$ cat config.mk
export PLATFORM = sky130hd
export DESIGN_NAME = core_register_scoreboard_flat
export DESIGN_NICKNAME = d
export VERILOG_FILES = /design/src/rtl/core_register_scoreboard_pkg.sv /design/src/rtl/core_register_scoreboard_if.sv /design/src/rtl/core_register_scoreboard_match.sv /design/src/rtl/core_register_scoreboard.sv /design/src/flat_wrapper.sv
export SDC_FILE = /design/constraint.sdc
export NUM_CORES = 1
export LEC_CHECK = 0
export ABC_AREA = 1
export CAP_MARGIN = 40
export CORE_ASPECT_RATIO = 1.1
export CORE_UTILIZATION = 45
export DETAILED_ROUTE_END_ITERATION = 8
export GPL_TIMING_DRIVEN = 1
export PLACE_DENSITY = 0.72
export SKIP_CTS_REPAIR_TIMING = 1
export SYNTH_ARGS = -nofsm -noshare
export SYNTH_HDL_FRONTEND = slang
export SYNTH_HIERARCHICAL = 1
export SYNTH_SLANG_ARGS = --single-unit
$ cat constraint.sdc
create_clock -name iCLOCK -period 7.2 [get_ports iCLOCK]
set_input_delay 1.08 -clock iCLOCK [delete_from_list [all_inputs] [get_ports iCLOCK]]
set_output_delay 1.08 -clock iCLOCK [all_outputs]
set_load 0.02 [all_outputs]
$ cat src/rtl/core_register_scoreboard_pkg.sv
// Shared constants and types for the multi-entry register hazard scoreboard.
// Entries are stored flat; the field constants below define the packing.
package core_scoreboard_pkg;

  localparam int L_PARAM_REG_W = 5;
  localparam int L_PARAM_PC_W  = 32;

  localparam logic [1:0] L_PARAM_SB_EMPTY  = 2'd0;
  localparam logic [1:0] L_PARAM_SB_ACTIVE = 2'd1;
  localparam logic [1:0] L_PARAM_SB_FULL   = 2'd2;

  // Entry layout: {valid, sysreg, reg[4:0], pc[31:0]}
  localparam int L_PARAM_ENT_PC_LSB     = 0;
  localparam int L_PARAM_ENT_REG_LSB    = L_PARAM_ENT_PC_LSB + L_PARAM_PC_W;
  localparam int L_PARAM_ENT_SYSREG_BIT = L_PARAM_ENT_REG_LSB + L_PARAM_REG_W;
  localparam int L_PARAM_ENT_VALID_BIT  = L_PARAM_ENT_SYSREG_BIT + 1;
  localparam int L_PARAM_ENT_W          = L_PARAM_ENT_VALID_BIT + 1;

  typedef struct packed {
    logic                     valid;
    logic                     sysreg;
    logic [L_PARAM_REG_W-1:0] regnum;
  } sb_operand_t;

  function automatic logic [1:0] sb_next_state(
    input logic [1:0] cur,
    input logic       nxt_zero,
    input logic       nxt_full
  );
    logic [1:0] nxt;
    nxt = cur;
    case (cur)
      L_PARAM_SB_EMPTY:  if (!nxt_zero) nxt = nxt_full ? L_PARAM_SB_FULL : L_PARAM_SB_ACTIVE;
      L_PARAM_SB_ACTIVE: begin
        if (nxt_full)      nxt = L_PARAM_SB_FULL;
        else if (nxt_zero) nxt = L_PARAM_SB_EMPTY;
      end
      L_PARAM_SB_FULL:   if (!nxt_full) nxt = nxt_zero ? L_PARAM_SB_EMPTY : L_PARAM_SB_ACTIVE;
      default:           nxt = L_PARAM_SB_EMPTY;
    endcase
    return nxt;
  endfunction

endpackage

$ cat src/rtl/core_register_scoreboard_if.sv
// Issue, writeback and status signals of the register scoreboard.
interface core_register_scoreboard_if
  import core_scoreboard_pkg::*;
#(
  parameter int P_DEPTH_N = 2
);

  logic                     iREFRESH;
  logic                     iISSUE_VALID;
  logic                     iISSUE_DEST_VALID;
  logic                     iISSUE_DEST_SYSREG;
  logic [L_PARAM_REG_W-1:0] iISSUE_DEST;
  logic                     iISSUE_SRC0_VALID;
  logic                     iISSUE_SRC0_SYSREG;
  logic [L_PARAM_REG_W-1:0] iISSUE_SRC0;
  logic                     iISSUE_SRC1_VALID;
  logic                     iISSUE_SRC1_SYSREG;
  logic [L_PARAM_REG_W-1:0] iISSUE_SRC1;
  logic [L_PARAM_PC_W-1:0]  iISSUE_PC;
  logic                     oISSUE_STALL;
  logic                     iWB_VALID;
  logic                     iWB_SYSREG;
  logic [L_PARAM_REG_W-1:0] iWB_REGISTER;
  logic [P_DEPTH_N:0]       oPENDING_COUNT;
  logic                     oEMPTY;
  logic                     oFULL;
  logic [L_PARAM_PC_W-1:0]  oOLDEST_PC;
  logic                     oERROR;

  modport slave (
    input  iREFRESH, iISSUE_VALID,
    input  iISSUE_DEST_VALID, iISSUE_DEST_SYSREG, iISSUE_DEST,
    input  iISSUE_SRC0_VALID, iISSUE_SRC0_SYSREG, iISSUE_SRC0,
    input  iISSUE_SRC1_VALID, iISSUE_SRC1_SYSREG, iISSUE_SRC1,
    input  iISSUE_PC,
    output oISSUE_STALL,
    input  iWB_VALID, iWB_SYSREG, iWB_REGISTER,
    output oPENDING_COUNT, oEMPTY, oFULL, oOLDEST_PC, oERROR
  );

  modport master (
    output iREFRESH, iISSUE_VALID,
    output iISSUE_DEST_VALID, iISSUE_DEST_SYSREG, iISSUE_DEST,
    output iISSUE_SRC0_VALID, iISSUE_SRC0_SYSREG, iISSUE_SRC0,
    output iISSUE_SRC1_VALID, iISSUE_SRC1_SYSREG, iISSUE_SRC1,
    output iISSUE_PC,
    input  oISSUE_STALL,
    output iWB_VALID, iWB_SYSREG, iWB_REGISTER,
    input  oPENDING_COUNT, oEMPTY, oFULL, oOLDEST_PC, oERROR
  );

endinterface

$ cat src/rtl/core_register_scoreboard_match.sv
// Compares one issue operand against one in-flight scoreboard entry.
module core_scoreboard_match
  import core_scoreboard_pkg::*;
(
  input  sb_operand_t i_op,
  input  sb_operand_t i_ent,
  output logic        o_match
);

  assign o_match = i_op.valid & i_ent.valid &
                   (i_op.sysreg == i_ent.sysreg) &
                   (i_op.regnum == i_ent.regnum);

endmodule

$ cat src/rtl/core_register_scoreboard.sv
// In-order queue of outstanding register writes; stalls issue on RAW/WAW
// hazards or when full, retires the head on writeback.
module core_register_scoreboard
  import core_scoreboard_pkg::*;
#(
  parameter int P_DEPTH   = 4,
  parameter int P_DEPTH_N = 2
)(
  input logic                          iCLOCK,
  input logic                          iRESET,
  core_register_scoreboard_if.slave    bus
);

  localparam logic [P_DEPTH_N:0]   L_CNT_FULL = (P_DEPTH_N+1)'(P_DEPTH);
  localparam logic [P_DEPTH_N:0]   L_CNT_ONE  = (P_DEPTH_N+1)'(1);
  localparam logic [P_DEPTH_N-1:0] L_PTR_ONE  = P_DEPTH_N'(1);

  logic [L_PARAM_ENT_W-1:0] r_entry [P_DEPTH];
  logic [P_DEPTH_N-1:0]     r_wr_ptr;
  logic [P_DEPTH_N-1:0]     r_rd_ptr;
  logic [P_DEPTH_N:0]       r_count;
  logic [1:0]               r_state;
  logic                     r_error;

  logic [P_DEPTH_N:0]       w_count_nxt;
  logic [P_DEPTH-1:0]       w_src0_hit;
  logic [P_DEPTH-1:0]       w_src1_hit;
  logic [P_DEPTH-1:0]       w_dest_hit;
  sb_operand_t              w_op_src0;
  sb_operand_t              w_op_src1;
  sb_operand_t              w_op_dest;
  sb_operand_t              w_ent_op [P_DEPTH];
  logic                     w_hazard;
  logic                     w_full;
  logic                     w_stall;
  logic                     w_push;
  logic                     w_pop;
  logic                     w_not_empty;
  logic                     w_wb_mismatch;
  logic                     w_err_set;
  logic                     w_head_sysreg;
  logic [L_PARAM_REG_W-1:0] w_head_reg;
  logic [L_PARAM_PC_W-1:0]  w_head_pc;

  assign w_op_src0 = {bus.iISSUE_SRC0_VALID, bus.iISSUE_SRC0_SYSREG, bus.iISSUE_SRC0};
  assign w_op_src1 = {bus.iISSUE_SRC1_VALID, bus.iISSUE_SRC1_SYSREG, bus.iISSUE_SRC1};
  assign w_op_dest = {bus.iISSUE_DEST_VALID, bus.iISSUE_DEST_SYSREG, bus.iISSUE_DEST};

  for (genvar gi = 0; gi < P_DEPTH; gi++) begin : g_ent
    assign w_ent_op[gi] = {r_entry[gi][L_PARAM_ENT_VALID_BIT],
                           r_entry[gi][L_PARAM_ENT_SYSREG_BIT],
                           r_entry[gi][L_PARAM_ENT_REG_LSB +: L_PARAM_REG_W]};

    core_scoreboard_match u_src0 (.i_op(w_op_src0), .i_ent(w_ent_op[gi]), .o_match(w_src0_hit[gi]));
    core_scoreboard_match u_src1 (.i_op(w_op_src1), .i_ent(w_ent_op[gi]), .o_match(w_src1_hit[gi]));
    core_scoreboard_match u_dest (.i_op(w_op_dest), .i_ent(w_ent_op[gi]), .o_match(w_dest_hit[gi]));
  end

  // Hazard and full come only from registered state: a same-cycle
  // writeback does not release the stall until the following cycle.
  assign w_hazard    = |{w_src0_hit, w_src1_hit, w_dest_hit};
  assign w_full      = (r_state == L_PARAM_SB_FULL);
  assign w_not_empty = (r_count != '0);
  assign w_stall     = bus.iISSUE_VALID & (w_hazard | w_full);
  assign w_push      = bus.iISSUE_VALID & ~w_stall & bus.iISSUE_DEST_VALID;
  assign w_pop       = bus.iWB_VALID & w_not_empty;

  assign w_head_sysreg = r_entry[r_rd_ptr][L_PARAM_ENT_SYSREG_BIT];
  assign w_head_reg    = r_entry[r_rd_ptr][L_PARAM_ENT_REG_LSB +: L_PARAM_REG_W];
  assign w_head_pc     = r_entry[r_rd_ptr][L_PARAM_ENT_PC_LSB +: L_PARAM_PC_W];

  assign w_wb_mismatch = {bus.iWB_SYSREG, bus.iWB_REGISTER} != {w_head_sysreg, w_head_reg};
  assign w_err_set     = bus.iWB_VALID & (~w_not_empty | w_wb_mismatch);

  always_comb begin
    w_count_nxt = r_count;
    if (w_push && !w_pop)      w_count_nxt = r_count + L_CNT_ONE;
    else if (w_pop && !w_push) w_count_nxt = r_count - L_CNT_ONE;
  end

  always_ff @(posedge iCLOCK or posedge iRESET) begin
    if (iRESET) begin
      for (int i = 0; i < P_DEPTH; i++) r_entry[i] <= '0;
      r_wr_ptr <= '0;
      r_rd_ptr <= '0;
      r_count  <= '0;
      r_state  <= L_PARAM_SB_EMPTY;
      r_error  <= 1'b0;
    end else begin
      if (w_err_set) r_error <= 1'b1;

      if (bus.iREFRESH) begin
        for (int i = 0; i < P_DEPTH; i++) r_entry[i] <= '0;
        r_wr_ptr <= '0;
        r_rd_ptr <= '0;
        r_count  <= '0;
        r_state  <= L_PARAM_SB_EMPTY;
      end else begin
        // Push and pop never target the same slot: that needs count 0 or full.
        if (w_pop) begin
          r_entry[r_rd_ptr][L_PARAM_ENT_VALID_BIT] <= 1'b0;
          r_rd_ptr <= r_rd_ptr + L_PTR_ONE;
        end
        if (w_push) begin
          r_entry[r_wr_ptr] <= {1'b1, bus.iISSUE_DEST_SYSREG, bus.iISSUE_DEST, bus.iISSUE_PC};
          r_wr_ptr <= r_wr_ptr + L_PTR_ONE;
        end
        r_count <= w_count_nxt;
        r_state <= sb_next_state(r_state, (w_count_nxt == '0), (w_count_nxt == L_CNT_FULL));
      end
    end
  end

  assign bus.oISSUE_STALL   = w_stall;
  assign bus.oPENDING_COUNT = r_count;
  assign bus.oEMPTY         = (r_state == L_PARAM_SB_EMPTY);
  assign bus.oFULL          = w_full;
  assign bus.oOLDEST_PC     = w_not_empty ? w_head_pc : '0;
  assign bus.oERROR         = r_error;

  a_count_range: assert property (@(posedge iCLOCK) disable iff (iRESET)
    r_count <= L_CNT_FULL);
  a_state_empty: assert property (@(posedge iCLOCK) disable iff (iRESET)
    (r_state == L_PARAM_SB_EMPTY) == (r_count == '0));
  a_state_full: assert property (@(posedge iCLOCK) disable iff (iRESET)
    (r_state == L_PARAM_SB_FULL) == (r_count == L_CNT_FULL));

endmodule

$ cat src/flat_wrapper.sv
// flat-port wrapper written by rule: the top's interface ports become plain ports
module core_register_scoreboard_flat import core_scoreboard_pkg::*;
#(
  parameter int P_DEPTH   = 4,
  parameter int P_DEPTH_N = 2
)
  (iCLOCK, iRESET, bus_iREFRESH, bus_iISSUE_VALID, bus_iISSUE_DEST_VALID, bus_iISSUE_DEST_SYSREG, bus_iISSUE_DEST, bus_iISSUE_SRC0_VALID, bus_iISSUE_SRC0_SYSREG, bus_iISSUE_SRC0, bus_iISSUE_SRC1_VALID, bus_iISSUE_SRC1_SYSREG, bus_iISSUE_SRC1, bus_iISSUE_PC, bus_oISSUE_STALL, bus_iWB_VALID, bus_iWB_SYSREG, bus_iWB_REGISTER, bus_oPENDING_COUNT, bus_oEMPTY, bus_oFULL, bus_oOLDEST_PC, bus_oERROR);
  core_register_scoreboard_if #(.P_DEPTH_N(P_DEPTH_N)) bus_i ();
  input logic iCLOCK;
  input logic iRESET;
  input wire logic [$bits(bus_i.iREFRESH)-1:0] bus_iREFRESH;
  input wire logic [$bits(bus_i.iISSUE_VALID)-1:0] bus_iISSUE_VALID;
  input wire logic [$bits(bus_i.iISSUE_DEST_VALID)-1:0] bus_iISSUE_DEST_VALID;
  input wire logic [$bits(bus_i.iISSUE_DEST_SYSREG)-1:0] bus_iISSUE_DEST_SYSREG;
  input wire logic [$bits(bus_i.iISSUE_DEST)-1:0] bus_iISSUE_DEST;
  input wire logic [$bits(bus_i.iISSUE_SRC0_VALID)-1:0] bus_iISSUE_SRC0_VALID;
  input wire logic [$bits(bus_i.iISSUE_SRC0_SYSREG)-1:0] bus_iISSUE_SRC0_SYSREG;
  input wire logic [$bits(bus_i.iISSUE_SRC0)-1:0] bus_iISSUE_SRC0;
  input wire logic [$bits(bus_i.iISSUE_SRC1_VALID)-1:0] bus_iISSUE_SRC1_VALID;
  input wire logic [$bits(bus_i.iISSUE_SRC1_SYSREG)-1:0] bus_iISSUE_SRC1_SYSREG;
  input wire logic [$bits(bus_i.iISSUE_SRC1)-1:0] bus_iISSUE_SRC1;
  input wire logic [$bits(bus_i.iISSUE_PC)-1:0] bus_iISSUE_PC;
  output wire logic [$bits(bus_i.oISSUE_STALL)-1:0] bus_oISSUE_STALL;
  input wire logic [$bits(bus_i.iWB_VALID)-1:0] bus_iWB_VALID;
  input wire logic [$bits(bus_i.iWB_SYSREG)-1:0] bus_iWB_SYSREG;
  input wire logic [$bits(bus_i.iWB_REGISTER)-1:0] bus_iWB_REGISTER;
  output wire logic [$bits(bus_i.oPENDING_COUNT)-1:0] bus_oPENDING_COUNT;
  output wire logic [$bits(bus_i.oEMPTY)-1:0] bus_oEMPTY;
  output wire logic [$bits(bus_i.oFULL)-1:0] bus_oFULL;
  output wire logic [$bits(bus_i.oOLDEST_PC)-1:0] bus_oOLDEST_PC;
  output wire logic [$bits(bus_i.oERROR)-1:0] bus_oERROR;
  assign bus_i.iREFRESH = bus_iREFRESH;
  assign bus_i.iISSUE_VALID = bus_iISSUE_VALID;
  assign bus_i.iISSUE_DEST_VALID = bus_iISSUE_DEST_VALID;
  assign bus_i.iISSUE_DEST_SYSREG = bus_iISSUE_DEST_SYSREG;
  assign bus_i.iISSUE_DEST = bus_iISSUE_DEST;
  assign bus_i.iISSUE_SRC0_VALID = bus_iISSUE_SRC0_VALID;
  assign bus_i.iISSUE_SRC0_SYSREG = bus_iISSUE_SRC0_SYSREG;
  assign bus_i.iISSUE_SRC0 = bus_iISSUE_SRC0;
  assign bus_i.iISSUE_SRC1_VALID = bus_iISSUE_SRC1_VALID;
  assign bus_i.iISSUE_SRC1_SYSREG = bus_iISSUE_SRC1_SYSREG;
  assign bus_i.iISSUE_SRC1 = bus_iISSUE_SRC1;
  assign bus_i.iISSUE_PC = bus_iISSUE_PC;
  assign bus_oISSUE_STALL = bus_i.oISSUE_STALL;
  assign bus_i.iWB_VALID = bus_iWB_VALID;
  assign bus_i.iWB_SYSREG = bus_iWB_SYSREG;
  assign bus_i.iWB_REGISTER = bus_iWB_REGISTER;
  assign bus_oPENDING_COUNT = bus_i.oPENDING_COUNT;
  assign bus_oEMPTY = bus_i.oEMPTY;
  assign bus_oFULL = bus_i.oFULL;
  assign bus_oOLDEST_PC = bus_i.oOLDEST_PC;
  assign bus_oERROR = bus_i.oERROR;
  core_register_scoreboard #(.P_DEPTH(P_DEPTH), .P_DEPTH_N(P_DEPTH_N)) u_core (.iCLOCK(iCLOCK), .iRESET(iRESET), .bus(bus_i));
endmodule
; Word level (Yosys, flattened, before mapping)
; Cells that the tools add are included.
[word_totals]
in_bits = 64
regBits = 166
elab_cells = 138
[classes]
n_mux = 28
bitwise = 49
reduce_logical = 13
n_addsub = 4
n_eq_ne = 31
magnitude_cmp = 4
[op_table]
columns = operator, count
row1 = $mux 156, 4
row2 = $and 156x156->156, 1
row3 = $bwmux 156, 1
row4 = $demux 39 s2, 2
row5 = $not 156->156, 1
row6 = $bmux 39 s2, 1
row7 = $mux 39, 2
row8 = $mux 38, 2
row9 = $eq 5x5->1, 12
row10 = $and 1x1->1, 41
row11 = $mux 32, 1
row12 = $mux 2, 10
row13 = $eq 1x1->1, 12
row14 = $reduce_or 12->1, 1
row15 = $mux 3, 3
row16 = $ge 3x3->1 const B, 2
row17 = $lt 3x1->1 const B, 2
row18 = $ne 3x3->1 const B, 2
row19 = $ne 6x6->1, 1
row20 = $not 2->3, 2
row21 = $pmux 2 s3, 1
row22 = $add 2x1->2 const B, 2
row23 = $logic_and 1x1->1, 4
row24 = $ne 4x2->1 const B, 1
row25 = other kinds (14), 18

; Longest topological paths before layout
[logic_depth]
ltp_word = 18
depth_mapped = 20
ltp_nobuf = 20

; Modules after synthesis
; Netlist, hierarchy kept.
[by_module_without_submodules]
columns = module, instances, seq_area_each_um2, area_per_inst_um2, cells_per_inst
row1 = core_register_scoreboard, 1, 4154.0, 7880.1, 912
row2 = core_scoreboard_match, 12, 0.0, 133.9, 35

; Worst setup path before layout
; OpenSTA, ideal clock, no wires.
[synth_timing]
kind = input to output
start = input port bus_iISSUE_SRC0_VALID
end = output port bus_oISSUE_STALL
arrival_ns = 1.981
slack_ns = 4.139
stages = 10
cell_sequence = nand2_1 -> a21oi_1 -> nand3_1 -> nor2_1 -> nor2_1 -> nand2_1 -> nor2_4 -> nand2_1 -> inv_1 -> nor2_1
[synth_between]
elab_chain_len = 6
[synth_lines]
columns = element, line
row1 = "start, declared", flat_wrapper.sv:16  ; input wire logic [$bits(bus_i.iISSUE_SRC0_VALID)-1:0] bus_iISSUE_SRC0_VALID;
row2 = $and 1x1->1 (2 in series), core_register_scoreboard_match.sv:10  ; assign o_match = i_op.valid & i_ent.valid &
row3 = $and 1x1->1, core_register_scoreboard_match.sv:11  ; (i_op.sysreg == i_ent.sysreg) &
row4 = net u_core.w_src0_hit[3], core_register_scoreboard.sv:26  ; logic [P_DEPTH-1:0] w_src0_hit;
row5 = $reduce_or 12->1, core_register_scoreboard.sv:61  ; assign w_hazard = |{w_src0_hit, w_src1_hit, w_dest_hit};
row6 = $or 1x1->1, core_register_scoreboard.sv:64  ; assign w_stall = bus.iISSUE_VALID & (w_hazard | w_full);
row7 = $and 1x1->1, core_register_scoreboard.sv:64
row8 = "end, declared", flat_wrapper.sv:23  ; output wire logic [$bits(bus_i.oISSUE_STALL)-1:0] bus_oISSUE_STALL;
; The timed path passes the listed nets, and every way through them passes these cells.

; Worst setup path in the final report
[layout_timing]
start = input port bus_iISSUE_DEST[4]
end = output port bus_oISSUE_STALL
[layout_between]
elab_chain_len = 5
[layout_lines]
columns = element, line
row1 = "start, declared", flat_wrapper.sv:15  ; input wire logic [$bits(bus_i.iISSUE_DEST)-1:0] bus_iISSUE_DEST;
row2 = $eq 5x5->1, core_register_scoreboard_match.sv:12  ; (i_op.regnum == i_ent.regnum);
row3 = $and 1x1->1, core_register_scoreboard_match.sv:11
row4 = net u_core.w_dest_hit[3], core_register_scoreboard.sv:28  ; logic [P_DEPTH-1:0] w_dest_hit;
row5 = $reduce_or 12->1, core_register_scoreboard.sv:61
row6 = $or 1x1->1, core_register_scoreboard.sv:64
row7 = $and 1x1->1, core_register_scoreboard.sv:64
; The timed path passes the listed nets, and every way through them passes these cells.

==> metrics.txt <==
Max-cap violations 0; top-area cell type share of the netlist area 0.438; # IOs 103; CP cell instances clkdlybuf4s50_1 > nand2_1 > nand2_1 > nor2_1 > nand2_1 > nor2_1 > nor2_1 > nand2_1 > nor2_2 > nand2_1 > inv_1 > nor2_1 > clkdlybuf4s50_1; CTS buffer count 17; via count between 8k and 9k; clock latency on the worst-skew pair 430 ps; largest net degree at the start of global routing 94; yosys warns 6; pwr dens 252 nW/um^2; final critical-path required period between 4000 and 5000 ps; Initial DRC Count 696; number of nets in the layout 1468; skew final 10.4 ps; met3 wire len 1510 um; Pre-Repair DR Iteration Count 5; top cells by area, synth dfrtp_1 44%, nand2_1 13%, inv_1 9.1%; overall die area about 22000 um^2; Clk pin slew, worst setup/hold paths 60 ps; Max Fclk 229 MHz; H-tree depth 4; number of global-route vias before repair 8288; post-route non-filler standard cell count 1660; Worst Path Max Fanout 9; total wire length between 20000 and 30000 um; Initial Util 0.460; Die Height 154 um; syn avg cell area between 7 and 8 um^2; Slowest cell on crit path clkdlybuf4s50_1; CTS tree built; final setup fails 0; hold path depth 2; Area growth syn-to-layout 18.2%; area leader, netlist dfrtp_1; period utilization 0.608; Avg WL per Cell 15.3 um; hold slack a little under 500 ps; sequential share of power 0.374; Hold Path Class reg -> reg; Switch Pwr 0.000981 W; CP required 6120 ps; Filler Cell Count 1957; final hold vios 0; Gate power share 0.309; critical path startpoint category primary input; total power 0.00282 W; setup TNS 0 ps; Sw Ratio 0.347; crit path capture type output port; drt via density around 5.4; Reg2Reg Capture Point u_core/r_entry[11]; n_diodes 0; Core Box Area approximately 21000 um^2; gr usage total 0.245; CTS root buf clkbuf_16; Hold Path Sink u_core/bus.oERROR; port buffer count 102; Final HPWL DP ~16000 um; sequential area share after synthesis 0.438; RSZ-0062 raised after global routing false; initial antenna violation count 0; Peak VDD IR 148 uV; slowest cell delay on critical path 690 ps; hold path start u_core/bus.oERROR; Synth Cell Area 9490 um^2; Slew Limit Fails 0; status complete, no violations; gr ovfl total 0; antenna-violating nets left 0; FF+latch count, synth ~170; Clock power frac 0.317; Metal-1 WL 11600 um; r2r worst-path depth 16; post-synthesis cell type count 28; first-pass GRT wire length roughly 42000 um; Syn Nets ~1.4k; cell count after synthesis ~1.3k; Die W 140 um; highest routed layer met4; Leakage Power 5.10 nW; cell-internal power 0.00184 W; DRC 0; Least-Margin Pin Slew 773 ps; GP Congestion 0.924; CTS Buffer Depth 2; met2 WL between 10000 and 15000 um; most used cell, CP nand2_1; kind of critical path in -> out; Num Clock Sinks 166; # placed instances 1630; Worst EP arrival approximately 3300 ps; share of cells above drive strength 1 0.0434; Cell Rows 55; Slew Limit Headroom 0.485; RR Startpoint u_core/r_entry[36]; R2R setup slack between 3000 and 4000 ps
==> logic make-up (layout without fill, tap and decap cells) <==
kind of cell,after synthesis,in the layout,share of synthesized area
DFF,166,166,0.438
and+or+nand+nor,512,512,0.223
AOI/OAI and AO/OA,332,332,0.193
buffers and inverters,307,379,0.128
xor gates and xnor gates,4,4,0.00369
adders and majority gates,11,11,0.0145
==> placed cells by master, fill, tap and decap left out, types with 2 or more instances in the layout <==
| cell | synthesis | layout |
|---|---|---|
| nand2_1 | 322 | 321 |
| inv_1 | 229 | 228 |
| dfrtp_1 | 166 | 164 |
| nand3_1 | 104 | 104 |
| clkdlybuf4s50_1 | 0 | 102 |
| a21oi_1 | 97 | 97 |
| o21ai_1 | 94 | 94 |
| o22ai_1 | 69 | 69 |
| nor2_1 | 67 | 67 |
| o21ai_0 | 40 | 40 |
| o211ai_1 | 27 | 27 |
| clkbuf_16 | 0 | 17 |
| ha_1 | 11 | 11 |
| buf_4 | 8 | 10 |
| nand2_2 | 5 | 6 |
| inv_2 | 6 | 5 |
| nand4_1 | 5 | 5 |
| clkbuf_8 | 0 | 4 |
| clkinv_2 | 0 | 3 |
| nor3_1 | 3 | 3 |
| a211oi_1 | 3 | 3 |
| bufinv_16 | 0 | 2 |
| clkinvlp_4 | 0 | 2 |
| nor2_2 | 2 | 2 |
| nor2_4 | 2 | 2 |
| xnor2_1 | 2 | 2 |
| xor2_1 | 2 | 2 |
==> power groups by stage <==
| stage | Clock, W | Sequential, W | Combinational [W] |
|---|---|---|---|
| global placement | 0 | 0.00107 | 0.000860 |
| detailed placement | 0 | 0.00107 | 0.000868 |
| CTS | 0.000911 | 0.00106 | 0.000875 |
| floorplan | 0 | 0.00102 | 0.000592 |
| global route | 0.000950 | 0.00107 | 0.000966 |
| finish | 0.000894 | 0.00106 | 0.000873 |
==> cell usage after synthesis, drive strengths merged <==
master,instances
dfrtp,166
o21ai,134
a211oi,3
buf,47
clkbuf,25
o21bai,1
or2,1
nand3,105
nor2,71
o22a,1
xnor2,2
inv,235
a21oi,97
nand2,327
xor2,2
o211ai,27
nor3,3
o22ai,69
nand4,5
ha,11
==> through the flow <==
stage / utilization / setup slack, ps / area (um^2)
after CTS: 0.543 / 2820 / 11200
after global placement: 0.513 / 2800 / 10600
final: 0.543 / 2820 / 11200
after global routing: 0.543 / 2630 / 11200
after detailed placement: 0.515 / 2830 / 10600
after floorplan: - / 1630 / 9490
==> worst max path at each step <==
stage                                  start            endpoint  slack (ps)  cells after the start
final                     bus_iISSUE_DEST[4]    bus_oISSUE_STALL        2820                     13
after floorplan                       iRESET   u_core/bus.oERROR        1630                      1
after global placement    bus_iISSUE_SRC0[2]  u_core/r_entry[95]        2800                     16
after detailed placement  bus_iISSUE_DEST[4]    bus_oISSUE_STALL        2830                     13
after CTS                 bus_iISSUE_DEST[4]    bus_oISSUE_STALL        2820                     13
after global routing      bus_iISSUE_SRC0[4]    bus_oISSUE_STALL        2630                     13
==> final cells by class <==
class | count | area (um^2) | area share
Tap cell | 256 | 320 | 0.0286
Clock inverter | 8 | 98.8 | 0.00882
Clock buffer | 22 | 484 | 0.0432
Sequential cell | 166 | 4160 | 0.371
Multi-Input combinational cell | 859 | 4120 | 0.368
Timing Repair Buffer | 114 | 1140 | 0.102
Inverter | 235 | 890 | 0.0793
==> state kept, by name, indices dropped and copies added, names as in the netlist <==
signal,cells
u_core/r_entry,156
u_core/bus.oPENDING_COUNT,3
u_core/r_rd_ptr,2
u_core/r_state,2
u_core/r_wr_ptr,2
u_core/bus.oERROR,1
==> per-layer routing <==
layer / vias up / GRT usage
met5: - / 0
met4: 0 / 0.0607
met3: 26 / 0.0430
met2: 271 / 0.398
met1: 4178 / 0.338
li1: 4415 / -
==> critical path, delay by kind of cell <==
kind | cells | cell delay (ps)
buf+inv | 3 | 1330
simple gates | 10 | 880
(Power assumes the default switching activity.)
